$ cat src/rtl/pc_sequencer_if.sv
// Bus between the PC sequencer and the PC / memory / datapath it controls.
// master = sequencer side, slave = environment side.
interface pc_sequencer_if #(
    parameter int unsigned DWIDTH = 16,
    parameter int unsigned AWIDTH = 8
);
    logic              start;
    logic [DWIDTH-1:0] instr_in;
    logic              mem_ready;
    logic              zero_flag;
    logic              pc_en;
    logic [1:0]        pc_ctrl;
    logic [AWIDTH-1:0] pc_offset;
    logic              mem_addr_sel;
    logic              mem_rd;
    logic              mem_wr;
    logic              ir_load;
    logic              acc_load;
    logic [2:0]        alu_op;
    logic              halted;
    logic              illegal_op;

    modport master (
        input  start, instr_in, mem_ready, zero_flag,
        output pc_en, pc_ctrl, pc_offset, mem_addr_sel, mem_rd, mem_wr,
               ir_load, acc_load, alu_op, halted, illegal_op
    );

    modport slave (
        output start, instr_in, mem_ready, zero_flag,
        input  pc_en, pc_ctrl, pc_offset, mem_addr_sel, mem_rd, mem_wr,
               ir_load, acc_load, alu_op, halted, illegal_op
    );
endinterface

$ cat src/rtl/pc_sequencer.sv
// Multi-cycle fetch/decode/execute sequencer driving PC update, memory requests
// and accumulator strobes; exactly one PC update per non-HALT instruction.
module pc_sequencer #(
    parameter int unsigned DWIDTH = 16,
    parameter int unsigned AWIDTH = 8
) (
    input logic            clk,
    input logic            rst,
    pc_sequencer_if.master bus
);
    localparam logic [2:0] StIdle   = 3'd0;
    localparam logic [2:0] StFetch  = 3'd1;
    localparam logic [2:0] StDecode = 3'd2;
    localparam logic [2:0] StExec   = 3'd3;
    localparam logic [2:0] StHalt   = 3'd4;

    localparam logic [3:0] OpNop  = 4'd0;
    localparam logic [3:0] OpLda  = 4'd1;
    localparam logic [3:0] OpSta  = 4'd2;
    localparam logic [3:0] OpAdd  = 4'd3;
    localparam logic [3:0] OpSub  = 4'd4;
    localparam logic [3:0] OpJmp  = 4'd5;
    localparam logic [3:0] OpJz   = 4'd6;
    localparam logic [3:0] OpHalt = 4'd7;

    localparam logic [1:0] PcHold = 2'b00;
    localparam logic [1:0] PcInc  = 2'b01;
    localparam logic [1:0] PcLoad = 2'b10;

    localparam logic [2:0] AluPass = 3'b000;
    localparam logic [2:0] AluAdd  = 3'b001;
    localparam logic [2:0] AluSub  = 3'b010;

    // Only the opcode and operand fields of IR are ever consumed.
    logic [2:0]        state_q, state_d;
    logic [3:0]        opcode_q, opcode_d;
    logic [AWIDTH-1:0] operand_q, operand_d;
    logic              illegal_q, illegal_d;

    logic       pc_en, addr_sel, rd, wr, ir_load, acc_load, halted;
    logic [1:0] pc_ctrl;
    logic [2:0] alu_op;

    always_comb begin
        state_d   = state_q;
        opcode_d  = opcode_q;
        operand_d = operand_q;
        illegal_d = illegal_q;
        pc_en     = 1'b0;
        pc_ctrl   = PcHold;
        addr_sel  = 1'b0;
        rd        = 1'b0;
        wr        = 1'b0;
        ir_load   = 1'b0;
        acc_load  = 1'b0;
        alu_op    = AluPass;
        halted    = 1'b0;

        case (state_q)
            StIdle: begin
                if (bus.start) state_d = StFetch;
            end
            StFetch: begin
                rd = 1'b1;
                if (bus.mem_ready) begin
                    ir_load   = 1'b1;
                    opcode_d  = bus.instr_in[DWIDTH-1 -: 4];
                    operand_d = bus.instr_in[AWIDTH-1:0];
                    state_d   = StDecode;
                end
            end
            StDecode: begin
                state_d = StExec;
            end
            StExec: begin
                case (opcode_q)
                    OpNop: begin
                        pc_en   = 1'b1;
                        pc_ctrl = PcInc;
                        state_d = StFetch;
                    end
                    OpLda, OpAdd, OpSub: begin
                        rd       = 1'b1;
                        addr_sel = 1'b1;
                        if (bus.mem_ready) begin
                            acc_load = 1'b1;
                            pc_en    = 1'b1;
                            pc_ctrl  = PcInc;
                            state_d  = StFetch;
                            if (opcode_q == OpAdd)      alu_op = AluAdd;
                            else if (opcode_q == OpSub) alu_op = AluSub;
                            else                        alu_op = AluPass;
                        end
                    end
                    OpSta: begin
                        wr       = 1'b1;
                        addr_sel = 1'b1;
                        if (bus.mem_ready) begin
                            pc_en   = 1'b1;
                            pc_ctrl = PcInc;
                            state_d = StFetch;
                        end
                    end
                    OpJmp: begin
                        pc_en   = 1'b1;
                        pc_ctrl = PcLoad;
                        state_d = StFetch;
                    end
                    OpJz: begin
                        pc_en   = 1'b1;
                        pc_ctrl = bus.zero_flag ? PcLoad : PcInc;
                        state_d = StFetch;
                    end
                    OpHalt: begin
                        state_d = StHalt;
                    end
                    default: begin
                        // Undefined opcodes behave as NOP but latch the error flag.
                        pc_en     = 1'b1;
                        pc_ctrl   = PcInc;
                        illegal_d = 1'b1;
                        state_d   = StFetch;
                    end
                endcase
            end
            StHalt: begin
                halted = 1'b1;
            end
            default: begin
                state_d = StIdle;
            end
        endcase
    end

    always_ff @(posedge clk or posedge rst) begin
        if (rst) begin
            state_q   <= StIdle;
            opcode_q  <= '0;
            operand_q <= '0;
            illegal_q <= 1'b0;
        end else begin
            state_q   <= state_d;
            opcode_q  <= opcode_d;
            operand_q <= operand_d;
            illegal_q <= illegal_d;
        end
    end

    // Outputs are forced low while reset is held, independent of clocking.
    assign bus.pc_en        = pc_en & ~rst;
    assign bus.pc_ctrl      = rst ? PcHold : pc_ctrl;
    assign bus.pc_offset    = rst ? '0 : operand_q;
    assign bus.mem_addr_sel = addr_sel & ~rst;
    assign bus.mem_rd       = rd & ~rst;
    assign bus.mem_wr       = wr & ~rst;
    assign bus.ir_load      = ir_load & ~rst;
    assign bus.acc_load     = acc_load & ~rst;
    assign bus.alu_op       = rst ? AluPass : alu_op;
    assign bus.halted       = halted & ~rst;
    assign bus.illegal_op   = illegal_q & ~rst;
endmodule

$ cat src/flat_wrapper.sv
// flat-port wrapper written by rule: the top's interface ports become plain ports
module pc_sequencer_flat 
#(
    parameter int unsigned DWIDTH = 16,
    parameter int unsigned AWIDTH = 8
)
  (clk, rst, bus_start, bus_instr_in, bus_mem_ready, bus_zero_flag, bus_pc_en, bus_pc_ctrl, bus_pc_offset, bus_mem_addr_sel, bus_mem_rd, bus_mem_wr, bus_ir_load, bus_acc_load, bus_alu_op, bus_halted, bus_illegal_op);
  pc_sequencer_if #(.DWIDTH(DWIDTH), .AWIDTH(AWIDTH)) bus_i ();
  input logic clk;
  input logic rst;
  input wire logic [$bits(bus_i.start)-1:0] bus_start;
  input wire logic [$bits(bus_i.instr_in)-1:0] bus_instr_in;
  input wire logic [$bits(bus_i.mem_ready)-1:0] bus_mem_ready;
  input wire logic [$bits(bus_i.zero_flag)-1:0] bus_zero_flag;
  output wire logic [$bits(bus_i.pc_en)-1:0] bus_pc_en;
  output wire logic [$bits(bus_i.pc_ctrl)-1:0] bus_pc_ctrl;
  output wire logic [$bits(bus_i.pc_offset)-1:0] bus_pc_offset;
  output wire logic [$bits(bus_i.mem_addr_sel)-1:0] bus_mem_addr_sel;
  output wire logic [$bits(bus_i.mem_rd)-1:0] bus_mem_rd;
  output wire logic [$bits(bus_i.mem_wr)-1:0] bus_mem_wr;
  output wire logic [$bits(bus_i.ir_load)-1:0] bus_ir_load;
  output wire logic [$bits(bus_i.acc_load)-1:0] bus_acc_load;
  output wire logic [$bits(bus_i.alu_op)-1:0] bus_alu_op;
  output wire logic [$bits(bus_i.halted)-1:0] bus_halted;
  output wire logic [$bits(bus_i.illegal_op)-1:0] bus_illegal_op;
  assign bus_i.start = bus_start;
  assign bus_i.instr_in = bus_instr_in;
  assign bus_i.mem_ready = bus_mem_ready;
  assign bus_i.zero_flag = bus_zero_flag;
  assign bus_pc_en = bus_i.pc_en;
  assign bus_pc_ctrl = bus_i.pc_ctrl;
  assign bus_pc_offset = bus_i.pc_offset;
  assign bus_mem_addr_sel = bus_i.mem_addr_sel;
  assign bus_mem_rd = bus_i.mem_rd;
  assign bus_mem_wr = bus_i.mem_wr;
  assign bus_ir_load = bus_i.ir_load;
  assign bus_acc_load = bus_i.acc_load;
  assign bus_alu_op = bus_i.alu_op;
  assign bus_halted = bus_i.halted;
  assign bus_illegal_op = bus_i.illegal_op;
  pc_sequencer #(.DWIDTH(DWIDTH), .AWIDTH(AWIDTH)) u_core (.clk(clk), .rst(rst), .bus(bus_i));
endmodule
$ cat config.mk
export PLATFORM = sky130hd
export DESIGN_NAME = pc_sequencer_flat
export DESIGN_NICKNAME = d
export VERILOG_FILES = /design/src/rtl/pc_sequencer_if.sv /design/src/rtl/pc_sequencer.sv /design/src/flat_wrapper.sv
export SDC_FILE = /design/constraint.sdc
export NUM_CORES = 1
export LEC_CHECK = 0
export CAP_MARGIN = 25
export CORE_MARGIN = 2
export CORE_UTILIZATION = 35
export DETAILED_ROUTE_END_ITERATION = 8
export PLACE_DENSITY = 0.7
export SYNTH_ARGS = -nofsm -noshare
export SYNTH_HDL_FRONTEND = slang
export SYNTH_SLANG_ARGS = --single-unit
$ cat constraint.sdc
create_clock -name clk -period 1.45 [get_ports clk]
set_input_delay 0.29 -clock clk [delete_from_list [all_inputs] [get_ports clk]]
set_output_delay 0.29 -clock clk [all_outputs]
set_load 0.01 [all_outputs]
==> summary.md, run 1 <==
| Metric | Value |
|---|---|
| Status | `complete, but fails checks` |
| Failing checks | `negative setup slack` |
| Mux cell area share after synthesis | `0.171` |
| Endpoint class of the critical path | `output port` |
| N_diodes | `0` |
| FP Rows | `19` |
| Clk buf depth | `2` |
| Chip Height | `57.7 um` |
| R2R setup slack | `-0.22 ns` |
| Yosys top cell area share | `0.397` |
| Top FF cell, synth | `dfrtp_1` |
| First-pass GRT wire length | `4390 um` |
| Max cap viols | `0` |
| Worst setup margin | `-0.398 ns` |
| TNS Setup | `-5.82 ns` |
| Worst path cell trace | `buf_6 -> buf_6 -> nand3b_1 -> nand2b_4 -> nor3_2 -> buf_2` |
| Grt ovf | `0` |
| Levels on crit path | `6` |
| Leak | `0.856 nW` |
| FF-to-FF End | `u_core.opcode_q[3]` |
| Synth Instances | `94` |
| WL/cell | `14.4 um` |
| Final Wtd Congestion | `0.778` |
| I/O Buffers | `36` |
| Mapped Area | `1010 um2` |
| Synth-to-Final Area Change | `76.6%` |
| ANT nets after route | `0` |
| Antenna violations before repair | `0` |
| Die W | `57.7 um` |
| CP Max Fanout | `2` |
| CP peak stage delay | `0.41 ns` |
| Hold Buf Count CTS | `0` |
| Core area | `2760 um2` |
| Initial Util | `0.366` |
| Boundary Pins | `42` |
| H-tree depth | `1` |
| Hold Violations, Final | `0` |
| Largest family of logic cells by synthesized area | `simple AND/OR/NAND/NOR gates` |
| Synth area leaders | `dfrtp_1, mux2_4, nor2b_1, nor2_1, mux2_2` |
| Syn_area_per_cell | `10.7 um2` |
| Routed wl met3 | `143 um` |
| Detailed Place HPWL | `1770 um` |
| Total routed wirelength | `2830 um` |
| Finished Core Util | `0.647` |
| Vias in the first global route | `979` |
| Cell taking the most area after synthesis | `dfrtp_1` |
| Tot GR Track Use | `0.169` |
| Tcrit/Tclk final | `1.27` |
| Setup violations, final | `24` |
| Cell variety after synth | `37` |
| First-pass DRT Iterations | `4` |
| Commonest non-fill, non-tap cells in the layout | `buf_4, dfrtp_1, clkdlybuf4s50_1` |
| Number of DRC markers in iteration 0 | `18` |
| Power per Cell Area | `1910 nW/um2` |
| Metal2 WL | `1490 um` |
| Met1 wire length | `1200 um` |
| Worst reg2reg path depth | `7` |
| FF+latch count, synth | `16` |
| Final Skew | `0.00702 ns` |
| HP Class | `in2async` |
| Post-synth EDFFs | `0` |
| Crit Path Class | `reg2out` |
| Final max-slew violation count | `0` |
| Reg clk slew, reported paths | `0.10 ns` |
| Die Area | `3330 um2` |
| RSZ-0062 raised after global routing | `yes` |
| Async SR Flop Fraction | `1.00` |
| CTS tree | `built` |
| Worst path slowest cell | `dfrtp_1` |
| Nets@finish | `188` |
| Tmin final | `1.85 ns` |
| Max layer used | `met3` |
| Maximum VDD drop | `0.00119 V` |
| Setup crit start kind | `flop` |
| Largest net degree at the start of global routing | `17` |
| CP bufs+invs | `3` |
| Crit path max-delay family | `simple AND/OR/NAND/NOR gates` |
| Seq/Total Area, Yosys | `0.397` |
| Synth Area in Simple Gates | `0.264` |
| CTS root buf | `clkbuf_4` |
| DRC Markers | `0` |
| Worst-skew pair later-pin latency | `0.28 ns` |
| Critical Path RT | `1.16 ns` |
| Most frequent CP cell | `buf_6` |
| Clk sinks | `16` |
| Vias/cell | `4.85` |
| Worst setup path startpoint | `u_core.state_q[2]` |
| Clock buffer count from CTS | `3` |
| Crit path to | `bus_mem_wr` |
| Adder-cell area share of the yosys netlist | `0` |
| Crit path arrival time | `1.56 ns` |
| Yosys Warn Count | `0` |
| Xor and xnor area share after synthesis | `0` |
| Most common cell after layout, fill and taps aside | `buf_4` |
| Synthesized Nets | `115` |
| Fmax | `541 MHz` |
| Share of layout cells above drive strength 1 | `0.548` |
| DR vias | `955` |
| Post-synthesis compound-gate area fraction | `0.0905` |
| Reg-to-Reg Start | `u_core.state_q[2]` |
-- power breakdown --
group / internal [mW] / switching (mW) / total [mW]
clock: 0.153 / 0.141 / 0.294
sequential: 0.653 / 0.149 / 0.802
combinational: 1.41 / 0.901 / 2.31
total: 2.21 / 1.19 / 3.40
-- logic make-up (layout without fill, tap and decap cells) --
| group | Yosys count | count (layout) |
|---|---|---|
| AND/OR/NAND/NOR | 40 | 40 |
| buffers and inverters | 11 | 83 |
| other | 1 | 1 |
| flip-flops | 16 | 16 |
| multiplexers | 12 | 12 |
| AO/OA/AOI/OAI | 14 | 14 |
-- per-layer routing --
metal | up-vias | track usage
li1 | 470 | -
met1 | 453 | 0.225
met2 | 32 | 0.284
met5 | - | 0
met3 | 0 | 0.0246
met4 | 0 | 0.0498
-- how the worst min path moves through the flow --
| stage | startpoint | endpoint | slack, ns | depth (start not counted) |
|---|---|---|---|---|
| CTS | rst | u_core.illegal_q | 0.45 | 4 |
| global route | rst | u_core.illegal_q | 0.47 | 4 |
| floorplan | rst | u_core.illegal_q | 0.21 | 1 |
| global placement | u_core.illegal_q | u_core.illegal_q | 0.46 | 1 |
| detailed placement | u_core.illegal_q | u_core.illegal_q | 0.46 | 1 |
| finish | rst | u_core.illegal_q | 0.44 | 4 |
-- layout make-up --
class                   instances  area (um2)
clock buffers                   4        36.3
fillers                       221         975
inverters                       4        15.0
multi-input cells              67         637
flip-flops and latches         16         400
well taps                      31        38.8
repair buffers                 75         656
-- flip-flops by register name, indices dropped and copies added (netlist names) --
signal and cells:
u_core.illegal_q 1, u_core.state_q 3, u_core.operand_q 8, u_core.opcode_q 4
-- worst reg2reg max path: cells and delay by family (launching register included) --
| family | cells | cell delay, ns |
|---|---|---|
| AND/OR/NAND/NOR | 2 | 0.31 |
| flip-flops | 1 | 0.41 |
| multiplexers | 1 | 0.29 |
| buffers and inverters | 4 | 0.53 |
-- through the flow --
step | hold slack, ns | instances | total power, mW | instance area [um2] | setup slack, ns
floorplan | 0.212 | 94 | 1.81 | 1010 | 0.00512
global placement | 0.456 | 178 | 2.50 | 1550 | -0.813
detailed placement | 0.458 | 178 | 2.54 | 1550 | -0.898
CTS | 0.448 | 191 | 3.18 | 1690 | -0.382
global route | 0.466 | 197 | 3.63 | 1780 | -0.480
finish | 0.441 | 197 | 3.40 | 1780 | -0.398
-- repair_timing --
item                       CTS  global route
pin swaps                   15             6
setup buffers                8             6
resized for setup           76            26
setup endpoints to repair   32            29
cloned                       1             0
-- synthesized netlist by cell type (2+ instances only) --
master and n:
a21oi_1 3, and3_1 2, buf_2 2, buf_4 2
dfrtp_1 16, inv_1 4, mux2_2 2, mux2_4 10
nand2_1 3, nand3b_1 2, nor2_1 7, nor2b_1 11
nor3_1 3, o21ai_0 4
(Power assumes the default switching activity.)
==> run 2, diff against run 1 <==
Settings changed: DONT_BUFFER_PORTS set to 1, PLACE_DENSITY 0.7 to not set.
==> run 2 against run 1 <==
- the flow still finishes with violations (negative setup slack)
- first-iteration DRC count down 11%
- clock power about the same
- setup slack better by 0.089 ns
- core utilization down 12 points
- sequential power up 4.1%
- critical path type unchanged
- largest cell class is now multi-input combinational cells
- highest routed layer is now met4
==> summary.md, run 2 (synthesis results as in run 1) <==
| Metric | Value |
|---|---|
| Status | `complete, but fails checks` |
| Failing checks | `negative setup slack` |
| N_diodes | `0 (unchanged)` |
| Final Skew | `0.0117 ns (+0.00469 ns)` |
| Crit path max-delay family | `simple AND/OR/NAND/NOR gates` |
| Hold Violations, Final | `0 (unchanged)` |
| First-pass GRT wire length | `4160 um (-5.2%)` |
| WL/cell | `15.8 um (+10%)` |
| Largest Register | `u_core.operand_q` |
| Boundary Pins | `42 (unchanged)` |
| Share of layout cells above drive strength 1 | `0.603 (+0.0550)` |
| Worst path cell trace | `and4bb_1 -> nand2_2 -> nor4b_4 -> buf_4` |
| Die Area | `3330 um2 (unchanged)` |
| Detailed Place HPWL | `1690 um (-4.2%)` |
| Endpoint class of the critical path | `output port` |
| Worst reg2reg path depth | `7 (unchanged)` |
| Crit path arrival time | `1.47 ns (-0.09 ns)` |
| RSZ-0062 raised after global routing | `yes` |
| Worst-skew pair later-pin latency | `0.29 ns (about the same)` |
| Tmin final | `1.76 ns (-0.0893 ns)` |
| Final Wtd Congestion | `0.777 (-0.18%)` |
| Largest register FFs | `8 (unchanged)` |
| Maximum VDD drop | `0.00135 V (+13%)` |
| Worst setup margin | `-0.308 ns (+0.0893 ns)` |
| H-tree depth | `1 (unchanged)` |
| I/O Buffers | `0 (-100%)` |
| ANT nets after route | `0 (unchanged)` |
| DR vias | `814 (-15%)` |
| CP Max Fanout | `3 (+1)` |
| Crit Path Class | `reg2out` |
| CTS tree | `built` |
| Levels on crit path | `4 (-2)` |
| Worst path slowest cell | `dfrtp_1` |
| Chip Height | `57.7 um (unchanged)` |
| Critical Path RT | `1.16 ns (about the same)` |
| Synth-to-Final Area Change | `42.8%` |
| Reg clk slew, reported paths | `0.10 ns (about the same)` |
| Leak | `0.633 nW (-26%)` |
| Tcrit/Tclk final | `1.21 (-0.0616)` |
| Setup crit start kind | `flop` |
| Fmax | `569 MHz (+5.1%)` |
| Most common cell after layout, fill and taps aside | `buf_4` |
| Pre-CTS setup slack | `-0.0736 ns (+0.825 ns)` |
| Clk buf depth | `2 (unchanged)` |
| Clk sinks | `16 (unchanged)` |
| First-pass DRT Iterations | `4 (unchanged)` |
| Commonest non-fill, non-tap cells in the layout | `buf_4, dfrtp_1, mux2_4, nor2b_1, buf_6` |
| Largest net degree at the start of global routing | `17 (unchanged)` |
| Power per Cell Area | `2090 nW/um2 (+9.5%)` |
| Final max-slew violation count | `0 (unchanged)` |
| FP Rows | `19 (unchanged)` |
| Top flop regs | `u_core.operand_q (8), u_core.opcode_q (4), u_core.state_q (3)` |
| CTS root buf | `clkbuf_4` |
| Vias/cell | `5.18 (+7.0%)` |
| Nets@finish | `148 (-21%)` |
| Hold slack final | `0.114 ns (-0.328 ns)` |
| Filler Cells Inserted | `255 (+15%)` |
| Max cap viols | `0 (unchanged)` |
| Grt ovf | `0 (unchanged)` |
| Initial Util | `0.366 (unchanged)` |
| CP bufs+invs | `1 (-2)` |
| DRC Markers | `0 (unchanged)` |
| Die W | `57.7 um (unchanged)` |
| Tot GR Track Use | `0.160 (-0.00913)` |
| HP Class | `in2reg` |
| Clock buffer count from CTS | `3 (unchanged)` |
| Setup violations, final | `12 (-50%)` |
| CP peak stage delay | `0.41 ns (about the same)` |
| Hold Path Depth | `1` |
| Vias in the first global route | `867 (-11%)` |
| Number of DRC markers in iteration 0 | `16 (-2)` |
| Core area | `2760 um2 (unchanged)` |
| Antenna violations before repair | `0 (unchanged)` |
| Total routed wirelength | `2480 um (-12%)` |
==> run 2: changes by cell type in the layout (fill, tap and decap cells not counted), moves of 3 or more <==
cell,before,now
buf_6,13,8
clkbuf_2,4,0
buf_2,10,0
dlygate4sd2_1,6,0
nor2_1,6,3
clkdlybuf4s50_1,14,0
==> run 2: metal layers <==
| layer | vias to the layer above | wire length (um) | GRT usage | share of wire |
|---|---|---|---|---|
| li1 | 386 | - | - | - |
| met5 | - | 0 | 0 | 0 |
| met4 | 0 | 16 | 0.0631 | 0.0065 |
| met2 | 26 | 1280 | 0.261 | 0.51 |
| met3 | 2 | 148 | 0.0357 | 0.060 |
| met1 | 400 | 1040 | 0.205 | 0.42 |
==> run 2: repair_timing <==
item,in CTS,in global routing
endpoints found under the hold margin,16,0
resized for setup,24,13
setup buffers,9,8
pin swaps,11,11
setup endpoints to repair,11,22
hold buffers,1,0
==> run 2: path summary, 6_finish.rpt <==
check,from,end,slack [ns]
max,u_core.state_q[2],bus_alu_op[1],-0.31
min,bus_mem_ready,u_core.state_q[0],0.11
max reg2reg,u_core.opcode_q[1],u_core.state_q[1],-0.17
min reg2reg,u_core.illegal_q,u_core.illegal_q,0.49
max in group asynchronous,rst,u_core.opcode_q[0],0.72
min in group asynchronous,rst,u_core.state_q[0],0.51
==> run 2: area by class of cell <==
class | count | area [um2] | area share
flip-flops and latches | 16 | 402 | 0.279
clock buffers | 4 | 36.3 | 0.0252
well taps | 31 | 38.8 | 0.0269
inverters | 4 | 15.0 | 0.0104
multi-input cells | 67 | 654 | 0.454
repair buffers | 35 | 295 | 0.205
==> run 2: through the flow <==
stage	cells	cell area [um2]	setup TNS, ns	total power, mW	utilization
after floorplan	94	1010	0	1.81	-
after global placement	137	1140	-0.0274	2.10	0.412
after detailed placement	137	1140	-0.0822	2.14	0.412
after CTS	150	1340	-2.69	2.76	0.486
after global routing	157	1440	-3.88	3.23	0.523
final	157	1440	-2.59	3.01	0.523
==> run 2: where the power goes <==
group / total (mW) / internal (mW) / switching, mW / leakage [nW]
clock: 0.291 / 0.153 / 0.138 / 0.0210
sequential: 0.835 / 0.655 / 0.180 / 0.186
combinational: 1.89 / 1.10 / 0.791 / 0.425
==> run 2: worst register-to-register path, delay by kind of cell, from the launching register on <==
| family | cells | cell delay, ns |
|---|---|---|
| buffers and inverters | 4 | 0.58 |
| AOI/OAI and AO/OA | 2 | 0.44 |
| DFF | 1 | 0.42 |
| and+or+nand+nor | 1 | 0.10 |
